===== config.mk =====
export PLATFORM = sky130hd
export DESIGN_NAME = uart_baud_tick_gen
export DESIGN_NICKNAME = d
export VERILOG_FILES = /design/src/rtl/uart_pkg.sv /design/src/rtl/uart_frac_div.sv /design/src/rtl/uart_baud_tick_gen.sv
export SDC_FILE = /design/constraint.sdc
export NUM_CORES = 1
export LEC_CHECK = 0
export CORE_UTILIZATION = 30
export CTS_BUF_LIST = sky130_fd_sc_hd__clkbuf_4 sky130_fd_sc_hd__clkbuf_8
export DETAILED_ROUTE_END_ITERATION = 8
export PLACE_DENSITY = 0.53
export SETUP_SLACK_MARGIN = 0.5
export SLEW_MARGIN = 20
export SYNTH_ARGS = -nofsm -noshare
export SYNTH_HDL_FRONTEND = slang
export SYNTH_SLANG_ARGS = --single-unit

===== constraint.sdc =====
create_clock -name clk -period 4.1 [get_ports clk]
set_input_delay 0.41 -clock clk [delete_from_list [all_inputs] [get_ports clk]]
set_output_delay 0.41 -clock clk [all_outputs]
set_load 0.005 [all_outputs]

===== src/rtl/uart_pkg.sv =====
`default_nettype none
// ============================================================================
//  Package     : uart_pkg
//  Description : Shared default constants for the UART baud-rate tick
//                generator and its fractional divider.
//                  c_DIV_W   - integer divisor width
//                  c_FRAC_W  - fractional divisor width (step 1/2^FRAC_W)
//                  c_OVS     - oversampling factor (power of two, >= 4)
//                  c_DIV_RST - integer divisor value after reset
//  Revision    : 1.0 - initial release
// ============================================================================
package uart_pkg;

    localparam int unsigned c_DIV_W   = 16;
    localparam int unsigned c_FRAC_W  = 4;
    localparam int unsigned c_OVS     = 16;
    localparam int unsigned c_DIV_RST = 1;

    // Width of the os_tick-within-bit phase counter for a given oversampling
    // factor. OVS is a power of two, so the counter wraps naturally.
    function automatic int unsigned phase_width(input int unsigned ovs);
        return $clog2(ovs);
    endfunction

endpackage
`default_nettype wire


===== src/rtl/uart_frac_div.sv =====
`default_nettype none
// ============================================================================
//  Module      : uart_frac_div
//  Description : Fractional clock divider producing the oversampling tick.
//                Average os_tick period is N + F/2^FRAC_W clk cycles, where
//                N = max(div_act, 1) and F = frac_act. A shadow register
//                captures software writes; the active register only follows
//                it at period boundaries, so a period is never cut short.
//
//  Ports       : clk       in   clock, rising edge
//                rst       in   synchronous active-high reset
//                en        in   run enable; low clears the counters
//                sync      in   restart the period from the current edge
//                div_load  in   capture clk_div/clk_frac into the shadow
//                clk_div   in   integer part N of the period
//                clk_frac  in   fractional part F of the period
//                os_tick   out  registered one-cycle oversampling tick
//                tick_evt  out  combinational strobe: os_tick is set at
//                               this edge (lets the parent update state in
//                               step with os_tick)
//  Revision    : 1.0 - initial release
// ============================================================================
module uart_frac_div
    import uart_pkg::*;
#(
    parameter int unsigned          DIV_W   = c_DIV_W,
    parameter int unsigned          FRAC_W  = c_FRAC_W,
    parameter logic [DIV_W-1:0]     DIV_RST = DIV_W'(c_DIV_RST)
) (
    input  logic                clk,
    input  logic                rst,
    input  logic                en,
    input  logic                sync,
    input  logic                div_load,
    input  logic [DIV_W-1:0]    clk_div,
    input  logic [FRAC_W-1:0]   clk_frac,
    output logic                os_tick,
    output logic                tick_evt
);

    localparam logic [DIV_W-1:0] c_ZERO = '0;
    localparam logic [DIV_W-1:0] c_ONE  = {{(DIV_W-1){1'b0}}, 1'b1};

    logic [DIV_W-1:0]   r_div_sh;
    logic [FRAC_W-1:0]  r_frac_sh;
    logic [DIV_W-1:0]   r_div_act;
    logic [FRAC_W-1:0]  r_frac_act;
    logic [DIV_W-1:0]   r_cnt;
    logic [FRAC_W-1:0]  r_acc;
    logic               r_extra;        // current period is one cycle longer
    logic               r_os_tick;

    logic [DIV_W-1:0]   w_div_sh_nxt;
    logic [FRAC_W-1:0]  w_frac_sh_nxt;
    logic [DIV_W-1:0]   w_n_eff;
    logic [DIV_W:0]     w_term;
    logic               w_last;
    logic [FRAC_W:0]    w_sum;
    logic [DIV_W-1:0]   w_sync_cnt;

    // A write in the same cycle as a period boundary is forwarded straight
    // into the active register, so the period starting at that boundary
    // (including the first one after enable or sync) uses the new value.
    assign w_div_sh_nxt  = div_load ? clk_div  : r_div_sh;
    assign w_frac_sh_nxt = div_load ? clk_frac : r_frac_sh;

    // A divisor of 0 behaves as 1 so the counter can never stall.
    assign w_n_eff = (r_div_act == c_ZERO) ? c_ONE : r_div_act;

    // Terminal count of the current period: N_eff - 1 + carry. One extra bit
    // keeps the compare exact when N_eff is at its maximum.
    assign w_term = {1'b0, w_n_eff} - {1'b0, c_ONE} + {{DIV_W{1'b0}}, r_extra};
    assign w_last = ({1'b0, r_cnt} == w_term);

    assign w_sum = {1'b0, r_acc} + {1'b0, r_frac_act};

    // The sync edge itself counts as the first cycle of the new period, so
    // the counter restarts at 1. With N_eff = 1 that would skip the terminal
    // value, so it restarts at 0 and the tick follows on the next edge.
    assign w_sync_cnt = (w_div_sh_nxt > c_ONE) ? c_ONE : c_ZERO;

    assign tick_evt = en && !sync && w_last;
    assign os_tick  = r_os_tick;

    always_ff @(posedge clk) begin
        if (rst) begin
            r_div_sh   <= DIV_RST;
            r_frac_sh  <= '0;
            r_div_act  <= DIV_RST;
            r_frac_act <= '0;
            r_cnt      <= '0;
            r_acc      <= '0;
            r_extra    <= 1'b0;
            r_os_tick  <= 1'b0;
        end else begin
            r_div_sh  <= w_div_sh_nxt;
            r_frac_sh <= w_frac_sh_nxt;

            if (!en) begin
                r_div_act  <= w_div_sh_nxt;
                r_frac_act <= w_frac_sh_nxt;
                r_cnt      <= '0;
                r_acc      <= '0;
                r_extra    <= 1'b0;
                r_os_tick  <= 1'b0;
            end else if (sync) begin
                r_div_act  <= w_div_sh_nxt;
                r_frac_act <= w_frac_sh_nxt;
                r_cnt      <= w_sync_cnt;
                r_acc      <= '0;
                r_extra    <= 1'b0;
                r_os_tick  <= 1'b0;
            end else if (w_last) begin
                r_div_act  <= w_div_sh_nxt;
                r_frac_act <= w_frac_sh_nxt;
                r_cnt      <= '0;
                r_acc      <= w_sum[FRAC_W-1:0];
                r_extra    <= w_sum[FRAC_W];
                r_os_tick  <= 1'b1;
            end else begin
                r_cnt     <= r_cnt + c_ONE;
                r_os_tick <= 1'b0;
            end
        end
    end

endmodule
`default_nettype wire


===== src/rtl/uart_baud_tick_gen.sv =====
`default_nettype none
// ============================================================================
//  Module      : uart_baud_tick_gen
//  Description : Baud-rate tick generator. A fractional divider produces the
//                oversampling tick; a phase counter on top of it produces the
//                1x transmit tick and the mid-bit receive sample tick.
//
//  Ports       : clk       in   clock, rising edge
//                rst       in   synchronous active-high reset
//                en        in   run enable; low holds counters at 0
//                sync      in   restart the bit phase (receiver start edge)
//                div_load  in   capture clk_div/clk_frac into the shadow
//                clk_div   in   integer part N of the os_tick period
//                clk_frac  in   fractional part F of the os_tick period
//                os_tick   out  one-cycle oversampling tick
//                tx_tick   out  one-cycle pulse every OVS os_ticks
//                mid_tick  out  one-cycle pulse at the OVS/2-th os_tick
//                os_phase  out  os_tick count within the current bit
//  Revision    : 1.0 - initial release
// ============================================================================
module uart_baud_tick_gen
    import uart_pkg::*;
#(
    parameter int unsigned          DIV_W   = c_DIV_W,
    parameter int unsigned          FRAC_W  = c_FRAC_W,
    parameter int unsigned          OVS     = c_OVS,
    parameter logic [DIV_W-1:0]     DIV_RST = DIV_W'(c_DIV_RST)
) (
    input  logic                        clk,
    input  logic                        rst,
    input  logic                        en,
    input  logic                        sync,
    input  logic                        div_load,
    input  logic [DIV_W-1:0]            clk_div,
    input  logic [FRAC_W-1:0]           clk_frac,
    output logic                        os_tick,
    output logic                        tx_tick,
    output logic                        mid_tick,
    output logic [$clog2(OVS)-1:0]      os_phase
);

    localparam int unsigned         c_PH_W       = phase_width(OVS);
    localparam logic [c_PH_W-1:0]   c_PH_ONE     = {{(c_PH_W-1){1'b0}}, 1'b1};
    // Phase values seen at the tick edge, i.e. one before the value the
    // phase is about to take.
    localparam logic [c_PH_W-1:0]   c_PH_LAST    = c_PH_W'(OVS - 1);
    localparam logic [c_PH_W-1:0]   c_PH_PRE_MID = c_PH_W'(OVS / 2 - 1);

    logic               w_tick_evt;
    logic [c_PH_W-1:0]  r_phase;
    logic               r_tx_tick;
    logic               r_mid_tick;

    uart_frac_div #(
        .DIV_W    (DIV_W),
        .FRAC_W   (FRAC_W),
        .DIV_RST  (DIV_RST)
    ) u_frac_div (
        .clk      (clk),
        .rst      (rst),
        .en       (en),
        .sync     (sync),
        .div_load (div_load),
        .clk_div  (clk_div),
        .clk_frac (clk_frac),
        .os_tick  (os_tick),
        .tick_evt (w_tick_evt)
    );

    // The phase advances on the same edge that raises os_tick, so os_phase
    // already shows the new count while os_tick is high. OVS is a power of
    // two, so the increment wraps from OVS-1 to 0 by itself.
    always_ff @(posedge clk) begin
        if (rst) begin
            r_phase    <= '0;
            r_tx_tick  <= 1'b0;
            r_mid_tick <= 1'b0;
        end else if (!en || sync) begin
            r_phase    <= '0;
            r_tx_tick  <= 1'b0;
            r_mid_tick <= 1'b0;
        end else if (w_tick_evt) begin
            r_phase    <= r_phase + c_PH_ONE;
            r_tx_tick  <= (r_phase == c_PH_LAST);
            r_mid_tick <= (r_phase == c_PH_PRE_MID);
        end else begin
            r_tx_tick  <= 1'b0;
            r_mid_tick <= 1'b0;
        end
    end

    assign tx_tick  = r_tx_tick;
    assign mid_tick = r_mid_tick;
    assign os_phase = r_phase;

endmodule
`default_nettype wire


==> reports/metrics.yaml, run 1 <==
num_vias: 2912
rr_worst_depth: 14
r2r-end: "u_frac_div.r_div_act[2]"
initial_core_util_pct: 31.05
fin_skew_ns: 0.01351
fin_setup_tns_ns: 0
drv_slew: 0
port-buffer-count: 31
chipHeight_um: 111.4
holdBufCountCts: 0
routed_wl_mm: 9.135
min_from: "u_frac_div.r_acc[0]"
max_freq_mhz: 274.4
grt_antenna_before_repair: 0
cp_max_fo: 5
ant_nets: 0
ys_ff_latch: 68
ios: 32
synth.avg_cell_area_um2: 9.500
finalWorstPathRequiredPeriod_ns: 3.644
instances_no_fill: 584
grt_pass1_vias: 2950
setup_viol: 0
area_growth_syn_to_layout_pct: 33.34
synth_nets: 412
ys_seq_area_share_pct: 37.91
hpwl_mm: 6.014
clockBufferDepth: 2
wl_per_cell_um: 15.64
grt_max_degree: 33
ir_drop_uv: 129.5
hold_depth: 2
startpoint: "u_frac_div.r_div_act[8]"
slew_headroom_pct: 46.30
hp-class: "register to register"
cts_htree_levels: 3
nNetsFinal: 470
die_area_um2: 12410
cts-root-buf: "clkbuf_8"
timing.final.crit_share_pct: 88.88
power_density_nw_per_um2: 342.0
drt_pass1_iterations: 6
critPathArrivalTime_ns: 3.89
netlist_area_um2: 3591
r2r_start: "u_frac_div.r_div_act[8]"
synthFlopType: "dfxtp_1"
die_width_um: 111.4
fp-row-count: 39
design.core.area_um2: 11560
worstSetupPathType: "register to register"
synth-edff-count: 0
cts_made_buffers: 9
cp-start-kind: "register"
ys_async_sr_fraction_pct: 0
reg2reg_slack_ns: 0.46
cts_sinks: 68
tightest_slew_ns: 0.8055
antennaDiodeCount: 0
gr-usage-all-layers_pct: 15.35
drive_above_1_share_pct: 26.76
min_to: "u_frac_div.r_acc[0]"
dp_cells: 538
gp_routability_congestion: 0.8871
hold_viol_final: 0
ys_types: 56
max-cap-violations: 0
rsz0062_at_grt: "true"
clk_latency_ns: 0.36
p_leak_nw: 1.836
syn_inst: 378
drc: 6
drtIter0Drc: 124
grt_pass1_wl_mm: 14.90
cts_tree: "yes"
grt_overflow: 0
path_clk_slew_ns: 0.09
violations: "design-rule violations"
worstPathRequired_ns: 4.34
end_kind: "register"
ys_warn_count: 0
via_per_inst: 4.986
status: "finished, violations left"
-- repair_timing --
action / 4_1_cts / 5_1_grt
buffers inserted: 18 / 9
setup endpoints to repair: 45 / 26
pin swaps: 7 / 14
cloned: 3 / 0
resized for setup: 39 / 14
-- worst max-delay path, stage by stage (launching register included) --
cell and delay, ns:
dfxtp_4 0.36, or3_4 0.14, nor2_4 0.03, a41oi_2 0.14, ha_2 0.24, ha_4 0.14
or3b_4 0.42, nor3_4 0.18, mux2i_1 0.28, or4b_4 0.50, o41ai_4 0.38, buf_4 0.21
buf_12 0.11, buf_16 0.11, mux2_4 0.29
-- metrics by stage --
stage | hold WS (ns) | worst slack [ns] | util (%) | total power, mW | area [um2]
4_1_cts | 0.4719 | 0.4579 | 40.15 | 1.623 | 4643
3_3_place_gp | 0.4489 | 0.2927 | 35.48 | 0.9787 | 4103
6_report | 0.4673 | 0.4558 | 41.40 | 1.638 | 4788
3_5_place_dp | 0.4596 | 0.2125 | 35.48 | 0.9810 | 4103
2_1_floorplan | 0.4385 | 0.5316 | - | 0.9075 | 3660
5_1_grt | 0.4839 | 0.3381 | 41.40 | 1.715 | 4788
-- worst max path at each step --
stage / endpoint / slack [ns] / cells after the start
finish: u_frac_div.r_div_act[2] / 0.46 / 14
global route: u_frac_div.r_div_act[14] / 0.34 / 15
CTS: u_frac_div.r_div_act[14] / 0.46 / 13
detailed placement: u_frac_div.r_div_act[13] / 0.21 / 12
global placement: mid_tick / 0.29 / 11
floorplan: mid_tick / 0.53 / 14
-- cells in the mapped netlist (8+ instances only) --
library cell,instances,area (um2)
dfxtp_1,68,1361
mux2_2,20,225.2
nor4_1,13,81.33
xor2_1,13,113.9
nor2_1,33,123.9
mux2i_1,30,300.3
nor2b_1,19,118.9
nor3_1,18,90.09
clkbuf_1,13,48.80
nand2_1,21,78.83
nand3_1,13,65.06
xnor2_1,20,175.2
ha_1,8,100.1
inv_1,8,30.03
-- power by group --
part | switching [mW] | total [mW] | internal, mW | leakage (nW)
combinational | 0.163 | 0.343 | 0.180 | 1.17
clock | 0.299 | 0.589 | 0.289 | 0.0973
sequential | 0.0199 | 0.706 | 0.686 | 0.564
total | 0.482 | 1.64 | 1.16 | 1.84
-- flip-flops by register name, indices dropped and copies added (netlist names) --
| register | flops |
|---|---|
| u_frac_div.r_div_sh | 16 |
| u_frac_div.r_cnt | 16 |
| u_frac_div.r_extra | 1 |
| u_frac_div.r_frac_sh | 4 |
| u_frac_div.r_frac_act | 4 |
| u_frac_div.os_tick | 1 |
| u_frac_div.r_acc | 4 |
| os_phase | 4 |
| u_frac_div.r_div_act | 16 |
| mid_tick | 1 |
| tx_tick | 1 |
-- per-layer routing --
metal | up-vias | GRT usage (%) | routed length, um
li1 | 1455 | - | -
met1 | 1370 | 19.31 | 4272
met2 | 66 | 25.17 | 4199
met3 | 21 | 2.831 | 389
met4 | 0 | 7.838 | 273
met5 | - | 0 | 0
-- cells in the final DEF, fill, tap and decap left out, drive strengths merged, types with 9 or more instances in the layout --
master / count
clkbuf: 9
xnor2: 20
clkdlybuf4s50: 31
nand3: 13
nand2: 21
nor2: 33
nor4: 17
mux2: 20
buf: 39
inv: 12
mux2i: 30
nor2b: 19
dfxtp: 68
nor3: 20
xor2: 13
-- kinds of logic (layout without fill, tap and decap cells) --
| logic type | Yosys count | count (layout) | synth area share [%] |
|---|---|---|---|
| simple gates | 154 | 154 | 25.05 |
| flops | 68 | 68 | 37.91 |
| mux | 50 | 50 | 14.63 |
| compound gates | 33 | 33 | 6.760 |
| xor+xnor | 33 | 33 | 8.049 |
| buf+inv | 31 | 94 | 4.251 |
| fa+ha+maj | 9 | 9 | 3.345 |
-- layout make-up --
cell class	instances	area (um2)
tap	143	178.9
inverter	8	30.03
clock inverter	7	80.08
clock buffer	9	123.9
multi-input combinational	279	2265
timing repair buffer	70	708.2
sequential	68	1403
fill	1113	6777
No activity file was read; power rests on OpenSTA's default activity.
==> inputs of run 2 (changes only) <==
Settings changed: GPL_TIMING_DRIVEN set to 1, SKIP_LAST_GASP set to 1.
==> results of run 2 <==
Final layout, timing and power as in run 1 (identical DEF).
==> inputs of run 3 (changes only) <==
Settings changed: CORE_UTILIZATION 30 to 55, PLACE_DENSITY 0.53 to 0.83, SKIP_CTS_REPAIR_TIMING set to 1, SLEW_MARGIN 20 to 5.
==> run 3 against run 2 <==
The flow now finishes without violations. Global-route usage increased by 8.5 points. Flip-flop and latch count stayed put. Routed wire length decreased by 5.1%. Utilization is 31 points higher. First-iteration DRC count is 58% higher. Register-to-register slack worse by 0.03 ns. Cell count decreased by 14%. Total power shrank 1.6%. Die area down 45%. Maximum frequency decreased by 0.72%. Critical endpoint is now u_frac_div.r_div_act[13]. Largest cell class unchanged. Largest power group unchanged.
==> reports/metrics.yaml, run 3 (synthesis gave the netlist of run 1 again) <==
ios: 32  # unchanged
die_area_um2: 6856  # -45%
grt_max_degree: 44  # +33%
power_density_nw_per_um2: 354.1  # +3.5%
design.core.area_um2: 6314  # -45%
tightest_slew_ns: 1.102  # +0.2961 ns
max-cap-violations: 0  # unchanged
layout_commonest_cell: "dfxtp_1"
die_width_um: 82.80  # -26%
worstSetupPathType: "register to register"
ant_nets: 0  # unchanged
min_to: "u_frac_div.r_acc[0]"
top_regs: "u_frac_div.r_cnt: 16 flops, u_frac_div.r_div_act: 16 flops, u_frac_div.r_div_sh: 16 flops"
setup_viol: 0  # unchanged
fp-row-count: 29  # -26%
fin_setup_tns_ns: 0  # unchanged
ir_drop_uv: 239.2  # +85%
hold_viol_final: 0  # unchanged
gr-usage-all-layers_pct: 23.89  # +8.5 points
drv_slew: 0  # unchanged
end_kind: "register"
nNetsFinal: 454  # -3.4%
path_clk_slew_ns: 0.08  # about the same
wl_per_cell_um: 17.27  # +10%
initial_core_util_pct: 56.88  # +26 points
r2r_start: "u_frac_div.r_div_act[10]"
grt_antenna_before_repair: 0  # unchanged
worstPathRequired_ns: 4.34  # about the same
cp-start-kind: "register"
slowest_stage: "or4b_4"
cts-root-buf: "clkbuf_8"
gp_routability_congestion: 0.9705  # +9.4%
cts_tree: "yes"
clockBufferDepth: 2  # unchanged
clk_latency_ns: 0.35  # about the same
grt_overflow: 0  # unchanged
critPathMaxStageDelay_ns: 0.54  # +0.04 ns
layout_setup_ws_ns: 0.4295  # -0.02627 ns
status: "completed"
max_freq_mhz: 272.4  # -0.72%
grt_pass1_vias: 2824  # -4.3%
rsz0062_at_grt: "true"
cts_made_buffers: 9  # unchanged
hp-class: "register to register"
reg2reg_slack_ns: 0.43  # -0.03 ns
area_growth_syn_to_layout_pct: 26.69
final_util_pct: 72.06  # +31 points
port-buffer-count: 31  # unchanged
drt_pass1_iterations: 4  # -2
r2r-end: "u_frac_div.r_div_act[13]"
dp_cells: 471  # -12%
grt_pass1_wl_mm: 13.02  # -13%
instances_no_fill: 502  # -14%
drtIter0Drc: 196  # +58%
min_from: "u_frac_div.r_acc[0]"
drc: 0  # -6
fin_skew_ns: 0.007417  # -0.006093 ns
cts_htree_levels: 3  # unchanged
hpwl_mm: 5.563  # -7.5%
critPathArrivalTime_ns: 3.91  # +0.02 ns
finalWorstPathRequiredPeriod_ns: 3.670  # +0.02627 ns
routed_wl_mm: 8.670  # -5.1%
path_cells: "nor4_2 > a41oi_2 > ha_2 > ha_4 > or3b_4 > nor3_4 > buf_4 > mux2i_1 > or4b_4 > o41ai_4 > buf_6 > clkbuf_16 > mux2_4"
cp_max_fo: 7  # +2
cts_sinks: 68  # unchanged
slew_headroom_pct: 26.41  # -20 points
rr_worst_depth: 13  # -1
timing.final.crit_share_pct: 89.52  # +0.64 points
final_cell_mix: "dfxtp_1, nor2_1, clkdlybuf4s50_1"
antennaDiodeCount: 0  # unchanged
num_vias: 2885  # -0.93%
hold_depth: 2  # unchanged
dpl_worst_slack_ns: 0.2565  # +0.04406 ns
via_per_inst: 5.747  # +15%
drive_above_1_share_pct: 23.06  # -3.7 points
chipHeight_um: 82.80  # -26%
total_power_mw: 1.611  # -1.6%
p_leak_nw: 1.761  # -4.1%
startpoint: "u_frac_div.r_div_act[10]"
==> run 3: changes by cell type in the layout (fill, tap and decap cells not counted), sizes merged <==
cell      previous run  this run
buf                 39        21
clkinv               0         3
clkbuf               9        13
clkinvlp             2         1
inv                 12         8
==> run 3: power breakdown <==
| part | internal (mW) | switching, mW |
|---|---|---|
| clock network | 0.315 | 0.266 |
| registers | 0.687 | 0.0272 |
| logic | 0.162 | 0.153 |
==> run 3: worst max path at each step <==
stage                                to  cells past startpoint
3_3_place_gp    u_frac_div.r_div_act[5]                     12
5_1_grt                        mid_tick                     11
2_1_floorplan                  mid_tick                     14
3_5_place_dp   u_frac_div.r_frac_act[1]                     12
6_report       u_frac_div.r_div_act[13]                     13
4_1_cts         u_frac_div.r_div_act[5]                     12
==> run 3: layout make-up <==
type                    instances  area, um2
multi-input cells             279       2286
fillers                       445       1764
flip-flops and latches         68       1384
repair buffers                 54      541.8
clock buffers                  11      151.4
well taps                      77      96.34
clock inverters                 5      60.06
inverters                       8      30.03
==> run 3: layer usage <==
layer  vias up  share of wire, %  global-route usage [%]
li1       1425                 -                       -
met1      1365                43                   29.08
met2        79                50                   40.91
met3        16               5.4                   4.672
met4         0               1.7                   10.50
met5         -                 0                       0
==> run 3: critical path: cells and delay by family, from the launching register on <==
family | cells | cell delay (ns)
buf+inv | 3 | 0.48
mux | 2 | 0.42
flops | 1 | 0.36
compound gates | 2 | 0.52
simple gates | 4 | 1.35
fa+ha+maj | 2 | 0.40
==> run 3: metrics by stage <==
| step | instance area, um2 | hold slack, ns |
|---|---|---|
| 2_1_floorplan | 3660 | 0.4385 |
| 3_3_place_gp | 4013 | 0.4469 |
| 3_5_place_dp | 4013 | 0.4656 |
| 4_1_cts | 4224 | 0.4758 |
| 5_1_grt | 4549 | 0.4915 |
| 6_report | 4549 | 0.4729 |
